### config.mk
export PLATFORM = sky130hd
export DESIGN_NAME = exu_muldiv_seq_flat
export DESIGN_NICKNAME = d
export VERILOG_FILES = /design/src/rtl/exu_muldiv_seq_if.sv /design/src/rtl/exu_muldiv_seq.sv /design/src/flat_wrapper.sv
export SDC_FILE = /design/constraint.sdc
export NUM_CORES = 2
export LEC_CHECK = 0
export CORE_ASPECT_RATIO = 1.75
export CORE_MARGIN = 4
export CORE_UTILIZATION = 27
export CTS_CLUSTER_SIZE = 40
export DETAILED_ROUTE_END_ITERATION = 12
export SYNTH_ARGS = -nofsm -noshare
export SYNTH_HDL_FRONTEND = slang
export SYNTH_SLANG_ARGS = --single-unit
### constraint.sdc
create_clock -name clk -period 43.4 [get_ports clk]
set_input_delay 8.68 -clock clk [delete_from_list [all_inputs] [get_ports clk]]
set_output_delay 8.68 -clock clk [all_outputs]
set_load 0.01 [all_outputs]
### src/rtl/exu_muldiv_seq_if.sv
// Request/response bundle between the dispatch side, the mul/div sequencer and writeback.
// Signal names keep the i_/o_ direction prefixes as seen from the sequencer.
interface exu_muldiv_seq_if #(parameter int XLEN = 64);
  logic            i_valid;
  logic            o_ready;
  logic [2:0]      i_op;
  logic            i_word;
  logic [XLEN-1:0] i_src1;
  logic [XLEN-1:0] i_src2;
  logic            i_flush;
  logic            o_valid;
  logic            i_ready;
  logic [XLEN-1:0] o_res;
  logic            o_busy;

  modport master (output i_valid, i_op, i_word, i_src1, i_src2, i_flush, i_ready,
                  input  o_ready, o_valid, o_res, o_busy);
  modport slave  (input  i_valid, i_op, i_word, i_src1, i_src2, i_flush, i_ready,
                  output o_ready, o_valid, o_res, o_busy);
endinterface

### src/rtl/exu_muldiv_seq.sv
// RV64M iterative multiply/divide: shift-add multiply and restoring divide, one bit per cycle,
// with sign fix-up in a dedicated cycle and divide special cases resolved at accept.
module exu_muldiv_seq #(
  parameter int XLEN  = 64,
  parameter int CNT_W = 7
) (
  input logic             clk,
  input logic             rst,
  exu_muldiv_seq_if.slave io
);
  typedef enum logic [1:0] {IDLE, BUSY, FIX, DONE} state_t;

  localparam logic [2:0] OP_MUL    = 3'd0;
  localparam logic [2:0] OP_MULH   = 3'd1;
  localparam logic [2:0] OP_MULHSU = 3'd2;
  localparam logic [2:0] OP_DIV    = 3'd4;
  localparam logic [2:0] OP_DIVU   = 3'd5;
  localparam logic [2:0] OP_REM    = 3'd6;
  localparam logic [2:0] OP_REMU   = 3'd7;

  function automatic logic [XLEN-1:0] sx32(input logic [31:0] v);
    return {{(XLEN-32){v[31]}}, v};
  endfunction

  state_t            state;
  logic [CNT_W-1:0]  cnt;
  // acc: product (mul) or partial remainder (div); mcd: shifting multiplicand or divisor
  logic [2*XLEN-1:0] acc, mcd;
  // opd: multiplier shifting right (mul) or dividend turning into quotient (div)
  logic [XLEN-1:0]   opd;
  logic              word_q, div_q, hi_q, rem_q, negq_q, negr_q;
  logic              ready_q, valid_q, busy_q;
  logic [XLEN-1:0]   res_q;

  // accept-time operand preparation
  logic [2:0]      op_e;
  logic            zx, s1, s2, neg1, neg2, ovf, special;
  logic [XLEN-1:0] ext1, ext2, mag1, mag2, dmin, raw, spec_res;

  always_comb begin
    op_e = (io.i_word && !io.i_op[2]) ? OP_MUL : io.i_op;
    zx   = (op_e == OP_DIVU) || (op_e == OP_REMU);
    s1   = (op_e == OP_MULH) || (op_e == OP_MULHSU) || (op_e == OP_DIV) || (op_e == OP_REM);
    s2   = (op_e == OP_MULH) || (op_e == OP_DIV) || (op_e == OP_REM);
    ext1 = io.i_src1;
    ext2 = io.i_src2;
    if (io.i_word) begin
      ext1 = zx ? {{(XLEN-32){1'b0}}, io.i_src1[31:0]} : sx32(io.i_src1[31:0]);
      ext2 = zx ? {{(XLEN-32){1'b0}}, io.i_src2[31:0]} : sx32(io.i_src2[31:0]);
    end
    neg1    = s1 && ext1[XLEN-1];
    neg2    = s2 && ext2[XLEN-1];
    mag1    = neg1 ? -ext1 : ext1;
    mag2    = neg2 ? -ext2 : ext2;
    dmin    = io.i_word ? sx32(32'h8000_0000) : {1'b1, {(XLEN-1){1'b0}}};
    ovf     = !zx && (ext1 == dmin) && (ext2 == {XLEN{1'b1}});
    special = op_e[2] && ((ext2 == '0) || ovf);
    if (ext2 == '0) raw = op_e[1] ? ext1 : {XLEN{1'b1}};
    else            raw = op_e[1] ? '0 : ext1;
    spec_res = io.i_word ? sx32(raw[31:0]) : raw;
  end

  // one restoring-divide step
  logic [XLEN:0]   rs;
  logic [XLEN-1:0] rsub;
  logic            ge;

  always_comb begin
    rs   = {acc[XLEN-1:0], opd[XLEN-1]};
    ge   = rs >= {1'b0, mcd[XLEN-1:0]};
    rsub = rs[XLEN-1:0] - mcd[XLEN-1:0];
  end

  // sign fix-up and result selection
  logic [2*XLEN-1:0] prod;
  logic [XLEN-1:0]   quo, rmd, pick, fix_res;

  always_comb begin
    prod = negq_q ? -acc : acc;
    quo  = negq_q ? -opd : opd;
    rmd  = negr_q ? -acc[XLEN-1:0] : acc[XLEN-1:0];
    if (div_q) pick = rem_q ? rmd : quo;
    else       pick = hi_q ? prod[2*XLEN-1:XLEN] : prod[XLEN-1:0];
    fix_res = word_q ? sx32(pick[31:0]) : pick;
  end

  logic [CNT_W-1:0] last_cnt;
  assign last_cnt = word_q ? CNT_W'(31) : CNT_W'(XLEN-1);

  always_ff @(posedge clk or posedge rst) begin
    if (rst) begin
      state   <= IDLE;
      cnt     <= '0;
      acc     <= '0;
      mcd     <= '0;
      opd     <= '0;
      word_q  <= 1'b0;
      div_q   <= 1'b0;
      hi_q    <= 1'b0;
      rem_q   <= 1'b0;
      negq_q  <= 1'b0;
      negr_q  <= 1'b0;
      ready_q <= 1'b1;
      valid_q <= 1'b0;
      busy_q  <= 1'b0;
      res_q   <= '0;
    end else if (io.i_flush) begin
      state   <= IDLE;
      ready_q <= 1'b1;
      valid_q <= 1'b0;
      busy_q  <= 1'b0;
    end else begin
      case (state)
        IDLE: if (io.i_valid) begin
          word_q  <= io.i_word;
          div_q   <= op_e[2];
          hi_q    <= op_e != OP_MUL;
          rem_q   <= op_e[1];
          negq_q  <= neg1 ^ neg2;
          negr_q  <= neg1;
          ready_q <= 1'b0;
          busy_q  <= 1'b1;
          cnt     <= '0;
          acc     <= '0;
          if (op_e[2]) begin
            mcd <= {{XLEN{1'b0}}, mag2};
            // word dividends are pre-aligned so the MSB-first walk starts at bit 31
            opd <= io.i_word ? (mag1 << 32) : mag1;
          end else begin
            mcd <= {{XLEN{1'b0}}, mag1};
            opd <= mag2;
          end
          if (special) begin
            res_q   <= spec_res;
            valid_q <= 1'b1;
            state   <= DONE;
          end else begin
            state   <= BUSY;
          end
        end
        BUSY: begin
          cnt <= cnt + 1'b1;
          if (div_q) begin
            acc <= {{XLEN{1'b0}}, ge ? rsub : rs[XLEN-1:0]};
            opd <= {opd[XLEN-2:0], ge};
          end else begin
            if (opd[0]) acc <= acc + mcd;
            mcd <= mcd << 1;
            opd <= opd >> 1;
          end
          if (cnt == last_cnt) state <= FIX;
        end
        FIX: begin
          res_q   <= fix_res;
          valid_q <= 1'b1;
          state   <= DONE;
        end
        DONE: if (io.i_ready) begin
          valid_q <= 1'b0;
          ready_q <= 1'b1;
          busy_q  <= 1'b0;
          state   <= IDLE;
        end
        default: state <= IDLE;
      endcase
    end
  end

  assign io.o_ready = ready_q;
  assign io.o_valid = valid_q;
  assign io.o_busy  = busy_q;
  assign io.o_res   = res_q;
endmodule

### src/flat_wrapper.sv
// flat-port wrapper written by rule: the top's interface ports become plain ports
module exu_muldiv_seq_flat 
#(
  parameter int XLEN  = 64,
  parameter int CNT_W = 7
)
  (clk, rst, io_i_valid, io_i_op, io_i_word, io_i_src1, io_i_src2, io_i_flush, io_i_ready, io_o_ready, io_o_valid, io_o_res, io_o_busy);
  exu_muldiv_seq_if #(.XLEN(XLEN)) io_i ();
  input logic clk;
  input logic rst;
  input wire logic [$bits(io_i.i_valid)-1:0] io_i_valid;
  input wire logic [$bits(io_i.i_op)-1:0] io_i_op;
  input wire logic [$bits(io_i.i_word)-1:0] io_i_word;
  input wire logic [$bits(io_i.i_src1)-1:0] io_i_src1;
  input wire logic [$bits(io_i.i_src2)-1:0] io_i_src2;
  input wire logic [$bits(io_i.i_flush)-1:0] io_i_flush;
  input wire logic [$bits(io_i.i_ready)-1:0] io_i_ready;
  output wire logic [$bits(io_i.o_ready)-1:0] io_o_ready;
  output wire logic [$bits(io_i.o_valid)-1:0] io_o_valid;
  output wire logic [$bits(io_i.o_res)-1:0] io_o_res;
  output wire logic [$bits(io_i.o_busy)-1:0] io_o_busy;
  assign io_i.i_valid = io_i_valid;
  assign io_i.i_op = io_i_op;
  assign io_i.i_word = io_i_word;
  assign io_i.i_src1 = io_i_src1;
  assign io_i.i_src2 = io_i_src2;
  assign io_i.i_flush = io_i_flush;
  assign io_i.i_ready = io_i_ready;
  assign io_o_ready = io_i.o_ready;
  assign io_o_valid = io_i.o_valid;
  assign io_o_res = io_i.o_res;
  assign io_o_busy = io_i.o_busy;
  exu_muldiv_seq #(.XLEN(XLEN), .CNT_W(CNT_W)) u_core (.clk(clk), .rst(rst), .io(io_i));
endmodule
# Word level (Yosys, flattened, before mapping)
# Index checks and enable logic that the tools add are counted.
[totals]
ramBits = 0
wordCells = 133
latch_bits = 0
memories = 0
mem_bits_ro = 0
reg_bits = 402
in_bits = 137
[op_classes]
n_reduce_logical = 30
multipliers = 0
magnitude_cmp = 1
n_addsub = 8
shift = 0
mux = 57
n_div = 0
eq_ne = 20
n_bitwise = 2
[ops]
columns = ["op", "count"]
rows = [
  ["$mux 64", 24],
  ["$mux 128", 6],
  ["$pmux 128 s2", 2],
  ["$neg 64->64", 4],
  ["$pmux 64 s2", 2],
  ["$add 128x128->128", 1],
  ["$neg 128->128", 1],
  ["$ge 65x64->1", 1],
  ["$eq 64x64->1", 1],
  ["$eq 64x64->1 const B", 1],
  ["$logic_not 64->1", 1],
  ["$sub 64x64->64", 1],
  ["$mux 63", 1],
  ["$reduce_and 4->1", 4],
  ["$pmux 7 s2", 1],
  ["$eq 3x3->1 const B", 4],
  ["$reduce_and 3->1", 4],
  ["$mux 2", 5],
  ["$mux 1", 9],
  ["$pmux 2 s4", 1],
  ["$add 7x1->7 const B", 1],
  ["$eq 7x7->1", 1],
  ["$logic_or 1x1->1", 7],
  ["$mux 7", 1],
  ["other kinds (21)", 34],
]

# Longest topological paths before layout
[logic_depth]
ltp_word = 16
mapped_depth = 18
mapped_depth_nobuf = 17

# Worst setup path after synthesis
# Ideal clock, no wire load.
[synth_timing]
path_kind = "in2reg"
from = "in io_i_word"
to = "reg u_core.res_q[33] (netlist: u_core.io.o_res[33])"
path_stages = 15
arrival_ns = 11.834
setup_slack_ns = 31.438
path_cell_list = "or3_1 or3_1 or4_4 or3_1 o31a_1 nor3_1 and3_1 o21a_1 nand3_1 a21o_1 buf_6 buf_6 buf_2 nand2_1 o31ai_2"
[synth_via]
elab_chain_len = 13
word_cells_on_any_way = 27
[synth_lines]
columns = ["element", "line_no", "source"]
rows = [
  ["start, declared", "flat_wrapper.sv:13", "input wire logic [$bits(io_i.i_word)-1:0] io_i_word;"],
  ["$logic_and 1x1->1", "exu_muldiv_seq.sv:41", "op_e = (io.i_word && !io.i_op[2]) ? OP_MUL : io.i_op;"],
  ["$mux 3", "exu_muldiv_seq.sv:41", ""],
  ["$eq 3x3->1", "exu_muldiv_seq.sv:42", "zx = (op_e == OP_DIVU) || (op_e == OP_REMU);"],
  ["$logic_or 1x1->1", "exu_muldiv_seq.sv:42", ""],
  ["$mux 64", "exu_muldiv_seq.sv:48", "ext1 = zx ? {{(XLEN-32){1'b0}}, io.i_src1[31:0]} : sx32(io.i_src1[31:0]);"],
  ["$mux 64", "exu_muldiv_seq.sv:47", "if (io.i_word) begin"],
  ["$eq 64x64->1", "exu_muldiv_seq.sv:56", "ovf = !zx && (ext1 == dmin) && (ext2 == {XLEN{1'b1}});"],
  ["$logic_and 1x1->1 (2 in a row)", "exu_muldiv_seq.sv:56", ""],
  ["$logic_or 1x1->1", "exu_muldiv_seq.sv:57", "special = op_e[2] && ((ext2 == '0) || ovf);"],
  ["$logic_and 1x1->1", "exu_muldiv_seq.sv:57", ""],
  ["$ne 2x1->1 (no line)", "--", ""],
  ["$reduce_and 4->1 (no line)", "--", ""],
  ["end signal, assigned", "exu_muldiv_seq.sv:134", "res_q <= spec_res;"],
  ["end signal, assigned", "exu_muldiv_seq.sv:154", "res_q <= fix_res;"],
  ["end, declared", "exu_muldiv_seq.sv:33", "logic [XLEN-1:0] res_q;"],
]
# Several ways; a longest one is shown, not always the timed one. The select of a mux whose other input is x is not followed.
# A chain may end at the register's enable or synchronous reset.

# Worst setup path after layout
[layout_timing]
from = "in io_i_src2[2]"
to = "reg u_core.res_q[23] (netlist: u_core.io.o_res[23])"
[layout_via]
elab_chain_len = 8
word_cells_on_any_way = 14
[layout_lines]
columns = ["element", "line_no", "source"]
rows = [
  ["start, declared", "flat_wrapper.sv:15", "input wire logic [$bits(io_i.i_src2)-1:0] io_i_src2;"],
  ["$mux 64", "exu_muldiv_seq.sv:49", "ext2 = zx ? {{(XLEN-32){1'b0}}, io.i_src2[31:0]} : sx32(io.i_src2[31:0]);"],
  ["$mux 64 (*)", "exu_muldiv_seq.sv:47", ""],
  ["$logic_not 64->1 / $eq 64x64->1 (equally long branches)", "exu_muldiv_seq.sv:57, exu_muldiv_seq.sv:58, exu_muldiv_seq.sv:56", ""],
  ["$mux 64 / $logic_and 1x1->1 (equally long branches)", "exu_muldiv_seq.sv:58, exu_muldiv_seq.sv:56", ""],
  ["$mux 64 / $logic_or 1x1->1 (equally long branches)", "exu_muldiv_seq.sv:60, exu_muldiv_seq.sv:57", ""],
  ["$mux 64 / $logic_and 1x1->1 (equally long branches)", "exu_muldiv_seq.sv:133, exu_muldiv_seq.sv:57", ""],
  ["$mux 64 / $ne 2x1->1 (equally long branches)", "--", ""],
  ["$pmux 64 s2 / $reduce_and 4->1 (equally long branches)", "--", ""],
]
# Mark *: on every way between the ends. The rest lies on a longest branch, timed or not. The select of a mux whose other input is x is not followed.

==> run_results.csv <==
group,metric,value,unit
setup_path,path_delay_family,"simple AND/OR/NAND/NOR gates",
drt,firstDrtPassIters,6,
clock_network,cts_max_path_buffers,3,
outcome,outcome,"complete, no violations",
logic_synthesis,netlist_top_cells_count,"nand2_1, o21ai_0, a21oi_1, nor2_1, dfrtp_1",
global_route,grt_use_total,0.2734,
final_layout,layout-drive-gt1-share,0.06000,
setup_path,crit_type,"input port to register",
logic_synthesis,synth_ff_type,"dfrtp_1",
placement,place_area,46520,sq um
clock_network,clkTransAtPathRegs,70,ps
clock_network,cts_hold_buf,0,
clock_network,postCtsResizedCells,0,
logic_synthesis,ys_seq_area_frac,0.2352,
timing,worst_pin_slew,1437,ps
global_route,grt_pass1_wl,329.1,mm
die,boundaryPins,204,
global_route,grt_max_degree,151,
die,dieArea,165100,sq um
job,cap_viol_max_count,0,
pwr,p_switching,2140,uW
pwr,ir_drop,0.00004865,V
clock_network,cts_root_buffer,"clkbuf_16",
pwr,p_clk_frac,0.124,
logic_synthesis,synth_cell_types,93,
clock_network,insertion_delay,680,ps
logic_synthesis,synthArstFlopShare,1.000,
placement,place_inst,7740,
logic_synthesis,synth_warnings,0,
timing,period_needed,13440,ps
final_layout,area_growth,13.01,%
pwr,power_density,76.32,nW/um^2
timing,slew-limit-headroom,0.03849,
pwr,netSwitchingFraction,0.5800,
die,initial_core_util,0.2713,
clock_network,clock-sinks,402,
die,die-height,534.5,microns
global_route,antenna_found_initial,16,
pwr,pwr-share-seq,0.204,
final_layout,fin_nets,6087,
timing,holdWs,479.5,ps
drt,route.detailed.drc,0,
pwr,internal_power,1550,uW
logic_synthesis,synthTopCellsByArea,"dfrtp_1, o21ai_0, a21oi_1",
final_layout,fin_area,48340,sq um
setup_path,critical_path_arrival,14050,ps
final_layout,finalNonFillerCells,7842,
die,die_w,308.9,microns
timing,fin_tns_setup,0,ps
worst_hold_path,min_path_type,"register to register",
setup_path,worstSetupEndpointType,"register",
clock_network,postCtsSetupRepairBufs,0,
global_route,overflow,0,
logic_synthesis,ys_ff_latch,402,
pwr,p_leak,0.01945,uW
timing,post-route-period-util,0.3098,
drt,vias,46520,
logic_synthesis,avgSynthCellArea,7.327,sq um
logic_synthesis,synthCells,5838,
drt,wl_per_cell,29.83,microns
logic_synthesis,yosysTopAreaCell,"dfrtp_1",
clock_network,htree_levels,2,
setup_path,crit_fanout,94,
timing,rsz0062_at_grt,"no",
drt,drtAntennaViolNets,0,
logic_synthesis,synthesis.nets,6178,
setup_path,cp.required,44010,ps
setup_path,crit_path_cell_trace,"clkdlybuf4s50_1 > or3_1 > nor3b_1 > nand2_1 > nor4_1 > nand3b_1 > nor3_1 > and3_1 > o21a_1 > nand3_1 > a21o_4 > buf_4 > a311oi_1 > a21o_1",
drt,drt_wl_total,233.9,mm
global_route,grt_pass1_vias,45270,
placement,hpwl,183.2,mm
setup_path,path_buf_inv,2,
drt,vias_per_cell,5.932,
pwr,p_total,3690,uW
placement,gp_congestion,1.065,
timing,max_freq,0.07439,GHz
logic_synthesis,syn_area,42780,sq um
timing,hold_viol,0,
placement,port_buffers,203,
logic_synthesis,yosysMostFrequentCell,"nand2_1",
setup_path,cpMaxStageDelayCell,"nor3_1",
pwr,p_comb_frac,0.672,
setup_path,slowest_delay,580,ps
setup_path,critPathLaunchType,"input port",
die,coreArea,157700,sq um
timing,fin_worst_skew,45.64,ps
clock_network,cts_buffers,44,
drt,first_iter_violations,4253,
clock_network,cts_tree,"done",
timing,setup-violations-final,0,
logic_synthesis,synth_top_area_frac,0.2346,
logic_synthesis,synth-edff-count,0,
die,rows,193,
timing,slew_viol_final,0,
==> stage by stage <==
stage                     setup slack, ps  utilization
after detailed placement            29270       0.2950
after CTS                           29950       0.3056
after global routing                29570       0.3064
after floorplan                     23540            -
final                               29960       0.3066
after global placement              29430       0.2950
==> placed cells by master (no fill, tap or decap), types with 31 or more instances in the layout <==
master / count
nand2b_1: 38
o31ai_1: 89
a211oi_1: 143
clkdlybuf4s50_1: 201
dfrtp_1: 396
buf_4: 104
o21ai_1: 42
o21bai_1: 47
nor3_1: 109
a22o_1: 67
nor2b_1: 39
clkbuf_16: 45
a22oi_1: 41
nor2_1: 402
nand3_1: 96
o211ai_1: 93
a31oi_1: 43
nand4_1: 91
mux2i_1: 64
or2_2: 31
o21a_1: 36
xnor2_1: 285
o21ai_0: 652
xor2_1: 255
nor4_1: 37
or3_1: 69
inv_1: 196
ha_1: 199
a21oi_1: 565
a21o_1: 120
nand2_1: 714
==> worst register-to-register path: stages (launching register included) <==
cell       delay [ps]
dfrtp_1           480
inv_1             550
ha_1              320
nor2b_1            70
o211ai_1          210
a31oi_1           270
a21oi_1           410
a31oi_1           250
a41oi_1           680
o31ai_1           170
buf_4             200
a2111oi_0         750
o21ba_4           260
buf_4             660
buf_4             610
o21ai_0           250
a221o_1           360
==> final timing paths <==
kind / startpoint / endpoint / slack, ps / cells after the start
min in group asynchronous: rst / u_core.io.o_res[54] / 8530 / 2
worst min-delay path: u_core.io.o_res[14] / u_core.io.o_res[14] / 480 / 2
worst max-delay path: io_i_src2[2] / u_core.io.o_res[23] / 29960 / 14
max in group asynchronous: rst / u_core.opd[25] / 32430 / 4
worst max register to register: u_core.opd[63] / u_core.acc[18] / 36790 / 16
worst min register to register: u_core.io.o_res[14] / u_core.io.o_res[14] / 480 / 2
==> kinds of logic (layout without fill, tap and decap cells) <==
kind of cell               after synthesis  count (layout)  synth area share
and+or+nand+nor                       1760            1760            0.1916
xor gates and xnor gates               543             543            0.1112
muxes                                   91              91           0.02208
buffers and inverters                  647             592           0.05856
DFF                                    402             402            0.2352
AOI/OAI and AO/OA                     2156            2156            0.3123
adders and majority gates              239             239           0.06903
other                                    0              12                 0
==> final cells by class <==
| class | instances | area [sq um] |
|---|---|---|
| Clock buffer | 55 | 1212 |
| Inverter | 198 | 750.7 |
| Clock inverter | 27 | 446.7 |
| Sequential cell | 402 | 10080 |
| Antenna cell | 12 | 30.03 |
| Tap cell | 2047 | 2561 |
| Multi-Input combinational cell | 4789 | 30350 |
| Fill cell | 17130 | 109300 |
| Timing Repair Buffer | 312 | 2909 |
==> layer usage <==
layer | routed length (microns) | up-vias | GRT usage
met1 | 77560 | 22510 | 0.2663
met3 | 15050 | 822 | 0.05826
met2 | 110200 | 2228 | 0.4601
li1 | - | 20950 | -
met5 | 58 | - | 0
met4 | 31050 | 8 | 0.2940
==> sequential cells by signal (all words and copies together), names as in the netlist <==
signal             count
u_core.acc           128
u_core.mcd           128
u_core.io.o_res       64
u_core.opd            64
u_core.cnt             7
u_core.state           2
u_core.div_q           1
u_core.hi_q            1
u_core.io.o_busy       1
u_core.io.o_ready      1
u_core.io.o_valid      1
u_core.negq_q          1
u_core.negr_q          1
u_core.rem_q           1
u_core.word_q          1
==> power groups by stage <==
| stage | logic [uW] | registers (uW) | clock network [uW] |
|---|---|---|---|
| after floorplan | 1550 | 589 | 0 |
| after detailed placement | 2360 | 744 | 0 |
| after global placement | 2350 | 745 | 0 |
| after global routing | 2610 | 750 | 474 |
| final | 2480 | 753 | 456 |
| after CTS | 2370 | 738 | 463 |
Note: power is estimated with default switching activity, not from simulation.
